$ cat src/rtl/gate_bist_pkg.sv
// Shared types, pattern-mode constants and the response folding function for the gate-model BIST.
package gate_bist_pkg;

    typedef enum logic [1:0] {
        IDLE,
        LOAD,
        RUN,
        DONE
    } bist_state_e;

    localparam int unsigned PAT_EXHAUSTIVE = 0;
    localparam int unsigned PAT_LFSR       = 1;

    // XOR every sig_w-bit slice of the zero-extended out_w-bit response into one word.
    // Bit i of the response lands on signature bit (i mod sig_w).
    function automatic logic [31:0] fold(input logic [63:0] d,
                                         input int unsigned out_w,
                                         input int unsigned sig_w);
        logic [31:0] r;
        r = '0;
        for (int unsigned i = 0; i < 64; i++) begin
            if (i < out_w) begin
                r[5'(i % sig_w)] = r[5'(i % sig_w)] ^ d[6'(i)];
            end
        end
        return r;
    endfunction

endpackage

$ cat src/rtl/gate_model_bist_if.sv
// Controller and gate-model facing signals of the BIST harness.
interface gate_model_bist_if #(
    parameter int unsigned IN_W  = 13,
    parameter int unsigned OUT_W = 10,
    parameter int unsigned SIG_W = 16,
    parameter int unsigned CNT_W = 14
);
    logic              start;
    logic              abort;
    logic [SIG_W-1:0]  golden_sig;
    logic [IN_W-1:0]   dut_in;
    logic [OUT_W-1:0]  dut_out;
    logic              busy;
    logic              done;
    logic              pass;
    logic [SIG_W-1:0]  signature;
    logic [CNT_W-1:0]  pat_count;

    // Test controller plus gate model side.
    modport master (
        output start, abort, golden_sig, dut_out,
        input  dut_in, busy, done, pass, signature, pat_count
    );

    // BIST harness side.
    modport slave (
        input  start, abort, golden_sig, dut_out,
        output dut_in, busy, done, pass, signature, pat_count
    );
endinterface

$ cat src/rtl/gate_bist_misr.sv
// Multiple-input signature register compacting an OUT_W-bit response into SIG_W bits.
module gate_bist_misr
    import gate_bist_pkg::*;
#(
    parameter int unsigned SIG_W     = 16,
    parameter int unsigned OUT_W     = 10,
    parameter logic [31:0] MISR_POLY = 32'h0000_1021
) (
    input  logic             clk,
    input  logic             rst_n,
    input  logic             clr,
    input  logic             en,
    input  logic [OUT_W-1:0] d,
    output logic [SIG_W-1:0] sig,
    output logic [SIG_W-1:0] sig_next_c
);

    localparam logic [SIG_W-1:0] POLY = MISR_POLY[SIG_W-1:0];

    logic [SIG_W-1:0] sig_q;
    logic [SIG_W-1:0] fold_c;

    // Shift with feedback, then inject the folded response.
    always_comb begin
        fold_c     = SIG_W'(fold(64'(d), OUT_W, SIG_W));
        sig_next_c = {sig_q[SIG_W-2:0], 1'b0} ^ (sig_q[SIG_W-1] ? POLY : '0) ^ fold_c;
    end

    // Signature register: clear wins over capture.
    always_ff @(posedge clk or negedge rst_n) begin
        if (!rst_n) begin
            sig_q <= '0;
        end else if (clr) begin
            sig_q <= '0;
        end else if (en) begin
            sig_q <= sig_next_c;
        end
    end

    assign sig = sig_q;

endmodule

$ cat src/rtl/gate_model_bist.sv
// BIST harness: drives a gate model with counter or LFSR patterns and checks the MISR signature.
module gate_model_bist
    import gate_bist_pkg::*;
#(
    parameter int unsigned     IN_W      = 13,
    parameter int unsigned     OUT_W     = 10,
    parameter int unsigned     SIG_W     = 16,
    parameter int unsigned     PAT_MODE  = 0,
    parameter longint unsigned NUM_PAT   = 64'd1 << IN_W,
    parameter logic [31:0]     LFSR_POLY = 32'h0000_1B00,
    parameter logic [31:0]     LFSR_SEED = 32'd1,
    parameter logic [31:0]     MISR_POLY = 32'h0000_1021,
    parameter int unsigned     CNT_W     = $clog2(NUM_PAT + 1)
) (
    input logic               clk,
    input logic               rst_n,
    gate_model_bist_if.slave  bist_if
);

    localparam logic [IN_W-1:0]  LFSR_TAPS = LFSR_POLY[IN_W-1:0];
    localparam logic [IN_W-1:0]  SEED_RAW  = IN_W'(LFSR_SEED);
    // An all-zero LFSR state would lock up, so a zero seed becomes 1.
    localparam logic [IN_W-1:0]  SEED      = (SEED_RAW == '0) ? IN_W'(1) : SEED_RAW;
    localparam logic [IN_W-1:0]  FIRST_PAT = (PAT_MODE == PAT_LFSR) ? SEED : '0;
    localparam logic [CNT_W-1:0] LAST_CNT  = CNT_W'(NUM_PAT);

    bist_state_e      state_q;
    logic [IN_W-1:0]  dut_in_q;
    logic [IN_W-1:0]  pat_d;
    logic [CNT_W-1:0] pat_count_q;
    logic             busy_q;
    logic             done_q;
    logic             pass_q;
    logic             misr_clr;
    logic             misr_en;
    logic [SIG_W-1:0] sig;
    logic [SIG_W-1:0] sig_next_c;

    // Next stimulus pattern: binary increment or Galois LFSR step.
    always_comb begin
        pat_d = dut_in_q + IN_W'(1);
        if (PAT_MODE == PAT_LFSR) begin
            pat_d = {dut_in_q[IN_W-2:0], 1'b0} ^ (dut_in_q[IN_W-1] ? LFSR_TAPS : '0);
        end
    end

    // MISR is cleared leaving LOAD and captures every RUN cycle; abort freezes it.
    always_comb begin
        misr_clr = (state_q == LOAD) && !bist_if.abort;
        misr_en  = (state_q == RUN)  && !bist_if.abort;
    end

    // Run control FSM with registered status and stimulus.
    always_ff @(posedge clk or negedge rst_n) begin
        if (!rst_n) begin
            state_q     <= IDLE;
            dut_in_q    <= '0;
            pat_count_q <= '0;
            busy_q      <= 1'b0;
            done_q      <= 1'b0;
            pass_q      <= 1'b0;
        end else if (bist_if.abort) begin
            state_q <= IDLE;
            busy_q  <= 1'b0;
            done_q  <= 1'b0;
            pass_q  <= 1'b0;
        end else begin
            case (state_q)
                IDLE, DONE: begin
                    if (bist_if.start) begin
                        state_q <= LOAD;
                        busy_q  <= 1'b1;
                        done_q  <= 1'b0;
                        pass_q  <= 1'b0;
                    end
                end
                LOAD: begin
                    state_q     <= RUN;
                    dut_in_q    <= FIRST_PAT;
                    pat_count_q <= CNT_W'(1);
                end
                RUN: begin
                    if (pat_count_q < LAST_CNT) begin
                        dut_in_q    <= pat_d;
                        pat_count_q <= pat_count_q + CNT_W'(1);
                    end else begin
                        // Final capture happens on this edge, so compare the MISR's next value.
                        state_q <= DONE;
                        busy_q  <= 1'b0;
                        done_q  <= 1'b1;
                        pass_q  <= (sig_next_c == bist_if.golden_sig);
                    end
                end
                default: begin
                    state_q <= IDLE;
                end
            endcase
        end
    end

    gate_bist_misr #(
        .SIG_W     (SIG_W),
        .OUT_W     (OUT_W),
        .MISR_POLY (MISR_POLY)
    ) u_misr (
        .clk        (clk),
        .rst_n      (rst_n),
        .clr        (misr_clr),
        .en         (misr_en),
        .d          (bist_if.dut_out),
        .sig        (sig),
        .sig_next_c (sig_next_c)
    );

    assign bist_if.dut_in    = dut_in_q;
    assign bist_if.busy      = busy_q;
    assign bist_if.done      = done_q;
    assign bist_if.pass      = pass_q;
    assign bist_if.signature = sig;
    assign bist_if.pat_count = pat_count_q;

endmodule
$ cat src/flat_wrapper.sv
// flat-port wrapper written by rule: the top's interface ports become plain ports
module gate_model_bist_flat import gate_bist_pkg::*;
#(
    parameter int unsigned     IN_W      = 13,
    parameter int unsigned     OUT_W     = 10,
    parameter int unsigned     SIG_W     = 16,
    parameter int unsigned     PAT_MODE  = 0,
    parameter longint unsigned NUM_PAT   = 64'd1 << IN_W,
    parameter logic [31:0]     LFSR_POLY = 32'h0000_1B00,
    parameter logic [31:0]     LFSR_SEED = 32'd1,
    parameter logic [31:0]     MISR_POLY = 32'h0000_1021,
    parameter int unsigned     CNT_W     = $clog2(NUM_PAT + 1)
)
  (clk, rst_n, bist_if_start, bist_if_abort, bist_if_golden_sig, bist_if_dut_out, bist_if_dut_in, bist_if_busy, bist_if_done, bist_if_pass, bist_if_signature, bist_if_pat_count);
  gate_model_bist_if #(.IN_W(IN_W), .OUT_W(OUT_W), .SIG_W(SIG_W), .CNT_W(CNT_W)) bist_if_i ();
  input logic clk;
  input logic rst_n;
  input wire logic [$bits(bist_if_i.start)-1:0] bist_if_start;
  input wire logic [$bits(bist_if_i.abort)-1:0] bist_if_abort;
  input wire logic [$bits(bist_if_i.golden_sig)-1:0] bist_if_golden_sig;
  input wire logic [$bits(bist_if_i.dut_out)-1:0] bist_if_dut_out;
  output wire logic [$bits(bist_if_i.dut_in)-1:0] bist_if_dut_in;
  output wire logic [$bits(bist_if_i.busy)-1:0] bist_if_busy;
  output wire logic [$bits(bist_if_i.done)-1:0] bist_if_done;
  output wire logic [$bits(bist_if_i.pass)-1:0] bist_if_pass;
  output wire logic [$bits(bist_if_i.signature)-1:0] bist_if_signature;
  output wire logic [$bits(bist_if_i.pat_count)-1:0] bist_if_pat_count;
  assign bist_if_i.start = bist_if_start;
  assign bist_if_i.abort = bist_if_abort;
  assign bist_if_i.golden_sig = bist_if_golden_sig;
  assign bist_if_i.dut_out = bist_if_dut_out;
  assign bist_if_dut_in = bist_if_i.dut_in;
  assign bist_if_busy = bist_if_i.busy;
  assign bist_if_done = bist_if_i.done;
  assign bist_if_pass = bist_if_i.pass;
  assign bist_if_signature = bist_if_i.signature;
  assign bist_if_pat_count = bist_if_i.pat_count;
  gate_model_bist #(.IN_W(IN_W), .OUT_W(OUT_W), .SIG_W(SIG_W), .PAT_MODE(PAT_MODE), .NUM_PAT(NUM_PAT), .LFSR_POLY(LFSR_POLY), .LFSR_SEED(LFSR_SEED), .MISR_POLY(MISR_POLY), .CNT_W(CNT_W)) u_core (.clk(clk), .rst_n(rst_n), .bist_if(bist_if_i));
endmodule
$ cat config.mk
export PLATFORM = sky130hd
export DESIGN_NAME = gate_model_bist_flat
export DESIGN_NICKNAME = d
export VERILOG_FILES = /design/src/rtl/gate_bist_pkg.sv /design/src/rtl/gate_model_bist_if.sv /design/src/rtl/gate_bist_misr.sv /design/src/rtl/gate_model_bist.sv /design/src/flat_wrapper.sv
export SDC_FILE = /design/constraint.sdc
export NUM_CORES = 1
export LEC_CHECK = 0
export ABC_AREA = 1
export CAP_MARGIN = 20
export CELL_PAD_IN_SITES_DETAIL_PLACEMENT = 2
export CELL_PAD_IN_SITES_GLOBAL_PLACEMENT = 2
export CORE_AREA = 5 5 88 106
export DETAILED_ROUTE_END_ITERATION = 10
export DIE_AREA = 0 0 93 111
export DONT_BUFFER_PORTS = 1
export HOLD_SLACK_MARGIN = 0.08
export PLACE_DENSITY = 0.81
export SYNTH_ARGS = -nofsm -noshare
export SYNTH_HDL_FRONTEND = slang
export SYNTH_SLANG_ARGS = --single-unit
export TNS_END_PERCENT = 100
$ cat constraint.sdc
create_clock -name clk -period 1.93 [get_ports clk]
set_input_delay 0.386 -clock clk [delete_from_list [all_inputs] [get_ports clk]]
set_output_delay 0.386 -clock clk [all_outputs]
set_load 0.005 [all_outputs]
==> out/qor.yml, run 1 <==
clock_tree:
  clk_pin_slew_ns: 0.10
  insertion_delay_ns: 0.30
  cts.sinks: 48
  htreeDepth: 2
  ctsLongestPathBuffers: 2
  cts_made_buffers: 5
  root_buffer: "clkbuf_8"
  cts_tree: "built"
run_status:
  status: "finished clean"
final_layout:
  post-route-util_pct: 37.8
  final_cells: 475
  diodes: 0
  area_growth_pct: 9.72
  nNetsFinal: 414
  drive_above_1_share_pct: 8.42
worst_setup_path:
  crit_path_start_kind: "flip-flop"
  critPathCaptureType: "flip-flop"
  cp_data_required_time_ns: 2.13
  worst-setup-path-type: "flip-flop to flip-flop"
  cp_max_fo: 10
  cp.arrival_ns: 1.95
yosys:
  synthArstFlopShare_pct: 100
  yosysTopAreaCell: "dfrtp_1"
  ys.flop_type: "dfrtp_1"
  ys_ff_latch: 48
  synth.top_cell.area_share_pct: 43.0
  synthCells: 370
  syn_area_um2: 2790
  synth.area.top_cells: "dfrtp_1, nand2_1, inv_1, nor2_1, nand3_1"
  yosysMostFrequentCell: "nand2_1"
  ys.warnings.count: 0
  synth_edf_count: 0
  ys_seq_area_share_pct: 43.0
  synth_nets: 405
  synthTopCellsByCount: "nand2_1, inv_1, dfrtp_1"
  syn_avg_cell_area_um2: 7.55
  synth_cell_types: 32
grt:
  grt_overflow: 0
  gr-max-usage-layer: "met2"
  grt_util_met2_pct: 32.5
  grt_pass1_vias: 2828
  grt_pass1_wl_um: 13900
  grt_max_degree: 49
  globalRouteMet1Util_pct: 17.2
  grt_use_met3_pct: 5.97
  track_usage_pct: 16.9
  antenna_found_initial: 0
power_and_ir_drop:
  total_leakage_power_nw: 1.55
  powerDensity_nw_per_um2: 1060
  max-vdd-ir-drop_mv: 0.360
floorplan:
  rows: 36
  core_area_um2: 8110
  die_area_um2: 10300
  start_util_pct: 34.5
  pin_count: 76
  die_x_um: 93
  die_y_um: 111
drt:
  drc: 0
  wirelength_um: 8280
  first_pass_iters: 4
  dr.first_iter.drc_count: 27
  vias_per_cell: 5.26
  ant_nets: 0
  wl_per_cell_um: 17.4
  vias: 2500
job:
  cap_violations: 0
worst_hold_path:
  hold_path_class: "input port to flip-flop"
timing:
  worstMarginPinSlew_ns: 0.294
  rsz0062_at_grt: "false"
  finalSetupViolations: 0
  final.min_clock_period_ns: 1.75
  setup_tns_ns: 0
  fin_crit_sh_pct: 90.6
  skew_ns: 0.00333
  finalHoldViolCount: 0
  finalMaxSlewViolations: 0
  slew_headroom_pct: 80.4
  fmax_ghz: 0.572
place:
  place.gp.congestion: 0.775
  dp_hpwl_um: 6580
  numPortBuffers: 0
  placed_cells: 465
worst paths after layout:
path	startpoint	end	slack [ns]	cells past startpoint
worst min-delay path	bist_if_abort	u_core.state_q[0]$_DFFE_PN0P_	0.18	1
min in group asynchronous	rst_n	u_core.u_misr.sig[3]$_DFFE_PN0P_	0.61	2
worst min register to register	u_core.state_q[1]$_DFFE_PN0P_	u_core.state_q[1]$_DFFE_PN0P_	0.54	2
worst max register to register	u_core.state_q[0]$_DFFE_PN0P_	u_core.bist_if.pat_count[10]$_DFFE_PN0P_	0.18	10
worst max-delay path	u_core.state_q[0]$_DFFE_PN0P_	u_core.bist_if.pat_count[10]$_DFFE_PN0P_	0.18	10
max in group asynchronous	rst_n	u_core.bist_if.dut_in[0]$_DFFE_PN0P_	1.09	2
critical path: stages, from the launching register on:
cell and delay, ns:
dfrtp_1 0.42, inv_1 0.07, ha_2 0.32, nor2_8 0.17, nand2_8 0.11, inv_4 0.11
nand3_2 0.12, inv_2 0.11, a21oi_1 0.07, o21ai_0 0.08, inv_1 0.05
what timing repair did:
action | 4_1_cts | 5_1_grt
resized for setup | 0 | 2
endpoints found under the hold margin | 48 | 0
setup buffers | 0 | 0
hold buffers | 2 | 0
endpoints found under the setup margin | 0 | 16
cell families (layout without fill, tap and decap cells):
| family | Yosys count | count (layout) | share of synthesized area [%] |
|---|---|---|---|
| AOI/OAI and AO/OA | 55 | 55 | 11.2 |
| xor gates and xnor gates | 3 | 3 | 0.941 |
| adders and majority gates | 5 | 5 | 2.24 |
| buffers and inverters | 63 | 73 | 9.00 |
| DFF | 48 | 48 | 43.0 |
| and+or+nand+nor | 196 | 196 | 33.7 |
through the flow:
step           power (mW)  worst slack, ns  hold WS (ns)  instance area, um^2
6_report             3.26            0.182         0.180                 3070
2_1_floorplan        2.19            0.242        0.0904                 2790
3_3_place_gp         2.45            0.132        0.0918                 2910
3_5_place_dp         2.53           0.0635        0.0917                 2910
5_1_grt              3.56           0.0257         0.172                 3070
4_1_cts              3.34           0.0442         0.177                 3060
state kept, by name (all words and copies together), names as in the netlist:
register / cells
u_core.bist_if.busy: 1
u_core.bist_if.done: 1
u_core.bist_if.dut_in: 13
u_core.bist_if.pass: 1
u_core.bist_if.pat_count: 14
u_core.state_q: 2
u_core.u_misr.sig: 16
power breakdown:
part / switching, mW / total, mW / internal (mW)
sequential: 0.204 / 1.37 / 1.17
combinational: 0.756 / 1.13 / 0.377
clock: 0.373 / 0.757 / 0.384
layer usage:
layer / wire, um / part of all wire, %
met5: 0 / 0
met2: 4570 / 55
met4: 55 / 0.66
met3: 637 / 7.7
met1: 3020 / 36
area by class of cell:
cell class / count / area, um^2
clock buffers: 5 / 68.8
multi-input cells: 259 / 1340
repair buffers: 5 / 60.1
inverters: 60 / 230
flip-flops and latches: 48 / 1200
fillers: 984 / 5040
well taps: 95 / 119
clock inverters: 3 / 42.5
cell usage in the layout, fill, tap and decap left out, types with 2 or more instances in the layout:
master	count
nand3b_1	7
nor2_4	3
dfrtp_1	48
o31ai_1	3
nand3_2	2
a21oi_1	16
buf_4	3
nor2_8	2
nand4_1	4
xnor2_1	2
inv_1	56
clkbuf_8	5
inv_2	2
nor2_1	32
inv_4	2
nand2_2	2
a211oi_1	2
o22ai_1	15
nand2_1	115
o21bai_1	2
ha_1	4
o21ai_0	15
nor3_1	3
o21ai_1	2
nand3_1	20
Note: power is estimated with default switching activity, not from simulation.
==> run 2: changes to the inputs <==
--- a/config.mk
+++ b/config.mk
@@ -9,13 +9,15 @@
 export CAP_MARGIN = 20
 export CELL_PAD_IN_SITES_DETAIL_PLACEMENT = 2
 export CELL_PAD_IN_SITES_GLOBAL_PLACEMENT = 2
-export CORE_AREA = 5 5 88 106
+export CORE_AREA = 5 5 89 107
 export DETAILED_ROUTE_END_ITERATION = 10
-export DIE_AREA = 0 0 93 111
+export DIE_AREA = 0 0 94 112
 export DONT_BUFFER_PORTS = 1
 export HOLD_SLACK_MARGIN = 0.08
 export PLACE_DENSITY = 0.81
+export SLEW_MARGIN = 20
 export SYNTH_ARGS = -nofsm -noshare
 export SYNTH_HDL_FRONTEND = slang
+export SYNTH_HIERARCHICAL = 1
 export SYNTH_SLANG_ARGS = --single-unit
 export TNS_END_PERCENT = 100
==> out/qor.yml, run 2 <==
worst_setup_path:
  cp.arrival_ns: 2.02
  cpMaxStageDelayCell: "dfrtp_1"
  crit_path_start_kind: "flip-flop"
  slowest_delay_ns: 0.40
  cp_top_family: "simple AND/OR/NAND/NOR gates"
  cp_data_required_time_ns: 2.17
  worst-setup-path-type: "flip-flop to flip-flop"
  critical_path_buf_inv_count: 3
  critPathCaptureType: "flip-flop"
  crit_chain: "inv_1, ha_1, inv_1, nand3_4, inv_4, nand3_2, o21bai_1, nand2_1, nor2_1"
  cp_max_fo: 9
  crit_top_cell: "inv_1"
final_layout:
  final_common_cell: "nand2_1"
  nFillCells: 1042
  area_growth_pct: 8.26
  nNetsFinal: 431
  final_area_um2: 3080
  largest_register_ffs: 16
  diodes: 0
  final_cells: 514
  layout_common_cells: "nand2_1, inv_1, nor2_1, dfrtp_1, o21ai_0"
  post-route-util_pct: 36.6
  drive_above_1_share_pct: 7.56
timing:
  fin_crit_sh_pct: 92.1
  skew_ns: 0.00619
  finalHoldViolCount: 0
  final.min_clock_period_ns: 1.78
  finalMaxSlewViolations: 0
  slew_headroom_pct: 76.1
  fmax_ghz: 0.563
  finalSetupViolations: 0
  whs_ns: 0.171
  worstMarginPinSlew_ns: 0.356
  rsz0062_at_grt: "true"
  setup_tns_ns: 0
  timing.final.ws_setup_ns: 0.153
clock_tree:
  cts_tree: "built"
  insertion_delay_ns: 0.31
  post_cts_buffers: 0
  htreeDepth: 2
  cts_made_buffers: 5
  clk_pin_slew_ns: 0.09
  ctsLongestPathBuffers: 2
  root_buffer: "clkbuf_8"
  cts.sinks: 48
place:
  placed_cells: 504
  dp_hpwl_um: 6680
  place.gp.congestion: 0.736
  numPortBuffers: 0
  dp_slack_ns: 0.135
  placed_cell_area_um2: 2950
floorplan:
  die_area_um2: 10500
  die_x_um: 94
  rows: 37
  pin_count: 76
  start_util_pct: 33.8
  core_area_um2: 8430
  die_y_um: 112
grt:
  grt_max_degree: 49
  grt_pass1_vias: 2912
  grt_overflow: 0
  grt_pass1_wl_um: 14000
  track_usage_pct: 16.9
  antenna_found_initial: 0
worst_hold_path:
  hold_path_class: "input port to flip-flop"
drt:
  dr.first_iter.drc_count: 32
  vias: 2503
  drc: 0
  vias_per_cell: 4.87
  ant_nets: 0
  wirelength_um: 8470
  first_pass_iters: 4
  wl_per_cell_um: 16.5
power_and_ir_drop:
  powerDensity_nw_per_um2: 1050
  max-vdd-ir-drop_mv: 0.287
  total_leakage_power_nw: 1.58
  fin_total_pwr_mw: 3.23
yosys:
  syn_avg_cell_area_um2: 7.25
  yosysTopAreaCell: "dfrtp_1"
  ys.warnings.count: 6
  synth.top_cell.area_share_pct: 42.2
  yosysMostFrequentCell: "nand2_1"
  synth_cell_types: 33
  synthCells: 393
  ys_ff_latch: 48
  ys_seq_area_share_pct: 42.2
  synth_nets: 428
  ys.flop_type: "dfrtp_1"
  synthArstFlopShare_pct: 100
  syn_area_um2: 2850
  synth_edf_count: 0
  synth.area.top_cells: "dfrtp_1, nand2_1, inv_1, nor2_1, xnor2_1"
  synthTopCellsByCount: "nand2_1, inv_1, nor2_1"
run_status:
  status: "finished clean"
job:
  cap_violations: 0
run 2: path summary, 6_finish.rpt:
| kind | slack, ns | end | depth (start not counted) | start |
|---|---|---|---|---|
| max in group asynchronous | 1.13 | u_core/u_misr/sig[3]$_DFFE_PN0P_ | 2 | rst_n |
| hold reg to reg | 0.53 | u_core/bist_if.done$_DFFE_PN0P_ | 2 | u_core/bist_if.done$_DFFE_PN0P_ |
| hold / removal | 0.17 | u_core/state_q[0]$_DFFE_PN0P_ | 1 | bist_if_abort |
| min in group asynchronous | 0.58 | u_core/bist_if.dut_in[12]$_DFFE_PN0P_ | 2 | rst_n |
| setup / recovery | 0.15 | u_core/bist_if.pat_count[12]$_DFFE_PN0P_ | 9 | u_core/state_q[0]$_DFFE_PN0P_ |
| setup reg to reg | 0.15 | u_core/bist_if.pat_count[12]$_DFFE_PN0P_ | 9 | u_core/state_q[0]$_DFFE_PN0P_ |
run 2: power by group:
| part | switching (mW) | internal (mW) | leakage, nW |
|---|---|---|---|
| combinational | 0.776 | 0.394 | 0.871 |
| clock | 0.367 | 0.287 | 0.0510 |
| sequential | 0.221 | 1.18 | 0.656 |
run 2: cells by family after synthesis:
group | Yosys count | share of synthesized area, %
flip-flops | 48 | 42.2
AND/OR/NAND/NOR | 194 | 28.7
adder cells (fa/ha/maj) | 5 | 2.20
XOR/XNOR | 12 | 3.69
buffers and inverters | 87 | 12.6
AO/OA/AOI/OAI | 47 | 10.6
run 2: layout make-up:
type	instances	area [um^2]	area share, %
clock inverters	2	10.0	0.325
multi-input cells	258	1290	41.9
well taps	117	146	4.75
clock buffers	6	82.6	2.68
inverters	80	305	9.90
flip-flops and latches	48	1200	38.9
repair buffers	3	45.0	1.46
run 2: metal layers:
layer / vias to the layer above / track usage [%] / share of wire, %
met3: 7 / 5.47 / 7.2
met1: 1239 / 16.5 / 35
met2: 58 / 33.5 / 57
li1: 1199 / - / -
met5: - / 0 / 0
met4: 0 / 3.47 / 0.92
run 2: repair_timing:
action	CTS	global route
gates resized for setup	0	3
hold endpoints to repair	48	0
hold buffers	2	0
endpoints found under the setup margin	0	4
==> run 3: changes to the inputs <==
==> constraint.sdc (replaced) <==
create_clock -name clk -period 1.8 [get_ports clk]
set_input_delay 0.36 -clock clk [delete_from_list [all_inputs] [get_ports clk]]
set_output_delay 0.36 -clock clk [all_outputs]
set_load 0.005 [all_outputs]
==> out/qor.yml, run 3 (synthesis gave the netlist of run 2 again) <==
run_status:
  status: "finished clean"
final_layout:
  nNetsFinal: 437
  drive_above_1_share_pct: 9.68
  final_cells: 520
  layout_common_cells: "nand2_1, inv_1, nor2_1, dfrtp_1, o21ai_0"
  area_growth_pct: 10.2
  final_common_cell: "nand2_1"
  diodes: 0
  largest_register_ffs: 16
  nFillCells: 1011
worst_hold_path:
  hold_path.startpoint: "bist_if_abort"
  hold_path_end: "u_core/state_q[0]$_DFFE_PN0P_"
  holdPathStages: 1
  hold_path_class: "input port to flip-flop"
clock_tree:
  htreeDepth: 2
  cts_tree: "built"
  insertion_delay_ns: 0.30
  cts.sinks: 48
  root_buffer: "clkbuf_8"
  cts_made_buffers: 5
  ctsLongestPathBuffers: 2
  clk_pin_slew_ns: 0.09
worst_setup_path:
  crit_top_cell: "inv_2"
  cpMaxStageDelayCell: "dfrtp_1"
  worst-setup-path-type: "flip-flop to flip-flop"
  cp_data_required_time_ns: 2.04
  slowest_delay_ns: 0.35
  r2r.worst_path.cells: 9
  critical_path_buf_inv_count: 3
  r2r_end: "u_core/bist_if.pat_count[12]$_DFFE_PN0P_"
  r2r_slack_ns: 0.12
  cp.arrival_ns: 1.91
  timing.rr.start: "u_core/state_q[0]$_DFFE_PN0P_"
  cp_max_fo: 8
  cp_top_family: "simple AND/OR/NAND/NOR gates"
  crit_chain: "inv_1, ha_1, inv_2, nand3_4, inv_2, nand3_2, o21bai_1, nand2_1, nor2_1"
  crit_path_start_kind: "flip-flop"
  critPathCaptureType: "flip-flop"
timing:
  worstMarginPinSlew_ns: 0.357
  fin_crit_sh_pct: 93.2
  finalMaxSlewViolations: 0
  final.min_clock_period_ns: 1.68
  fmax_ghz: 0.596
  finalHoldViolCount: 0
  skew_ns: 0.00368
  slew_headroom_pct: 76.0
  finalSetupViolations: 0
  setup_tns_ns: 0
grt:
  track_usage_pct: 16.5
  grt_pass1_wl_um: 13800
  grt_pass1_vias: 2902
  antenna_found_initial: 0
  grt_max_degree: 49
  grt_overflow: 0
place:
  numPortBuffers: 0
  place.gp.congestion: 0.730
  placed_cells: 507
  dp_hpwl_um: 6560
floorplan:
  pin_count: 76
  die_y_um: 112
  start_util_pct: 33.8
  core_area_um2: 8430
  rows: 37
  die_area_um2: 10500
  die_x_um: 94
power_and_ir_drop:
  powerDensity_nw_per_um2: 1120
  fin_total_pwr_mw: 3.51
  total_leakage_power_nw: 1.60
  max-vdd-ir-drop_mv: 0.326
drt:
  wirelength_um: 8380
  vias_per_cell: 4.87
  ant_nets: 0
  drc: 0
  vias: 2532
  first_pass_iters: 4
  wl_per_cell_um: 16.1
  dr.first_iter.drc_count: 27
job:
  cap_violations: 0
-- run 3: worst max-delay path by stage --
stage / startpoint / end / slack (ns) / cells past startpoint
finish: u_core/state_q[0]$_DFFE_PN0P_ / u_core/bist_if.pat_count[12]$_DFFE_PN0P_ / 0.12 / 9
global route: u_core/state_q[0]$_DFFE_PN0P_ / u_core/bist_if.pat_count[12]$_DFFE_PN0P_ / -0.04 / 9
CTS: u_core/state_q[0]$_DFFE_PN0P_ / u_core/bist_if.dut_in[12]$_DFFE_PN0P_ / -0.007 / 10
detailed placement: u_core/state_q[0]$_DFFE_PN0P_ / u_core/bist_if.pat_count[12]$_DFFE_PN0P_ / 0.01 / 8
global placement: u_core/state_q[0]$_DFFE_PN0P_ / u_core/bist_if.dut_in[8]$_DFFE_PN0P_ / 0.11 / 8
floorplan: u_core/state_q[0]$_DFFE_PN0P_ / u_core/bist_if.dut_in[12]$_DFFE_PN0P_ / 0.25 / 10
-- run 3: what timing repair did --
item,4_1_cts,5_1_grt
resized for setup,3,4
setup buffers,0,3
hold buffers,2,0
endpoints found under the hold margin,48,0
pin swaps,1,1
endpoints found under the setup margin,4,24
-- run 3: metrics by stage --
stage | hold slack, ns | cell area, um^2 | worst slack [ns] | utilization, %
after detailed placement | 0.0660 | 2970 | 0.0129 | 35.2
after CTS | 0.149 | 3100 | -0.00666 | 36.8
after global routing | 0.153 | 3140 | -0.0407 | 37.3
after floorplan | 0.0644 | 2850 | 0.252 | -
after global placement | 0.0660 | 2970 | 0.114 | 35.2
final | 0.158 | 3140 | 0.123 | 37.3
-- run 3: where the power goes --
group | switching, mW | total [mW] | internal, mW | leakage [nW]
clock | 0.368 | 0.682 | 0.315 | 0.0455
sequential | 0.233 | 1.50 | 1.27 | 0.656
combinational | 0.854 | 1.33 | 0.471 | 0.900
total | 1.45 | 3.51 | 2.05 | 1.60
-- run 3: area by class of cell --
class / instances / area, um^2 / share of cell area [%]
Inverter: 80 / 303 / 9.65
Sequential cell: 48 / 1200 / 38.3
Timing Repair Buffer: 9 / 90.1 / 2.87
Clock buffer: 8 / 90.1 / 2.87
Tap cell: 117 / 146 / 4.66
Multi-Input combinational cell: 258 / 1310 / 41.7
-- run 3: metal layers --
| layer | share of wire (%) | vias to the layer above | GRT usage (%) |
|---|---|---|---|
| met5 | 0 | - | 0 |
| met4 | 1.2 | 0 | 3.56 |
| met3 | 6.8 | 7 | 5.00 |
| met2 | 56 | 55 | 33.1 |
| met1 | 36 | 1262 | 15.9 |
| li1 | - | 1208 | - |
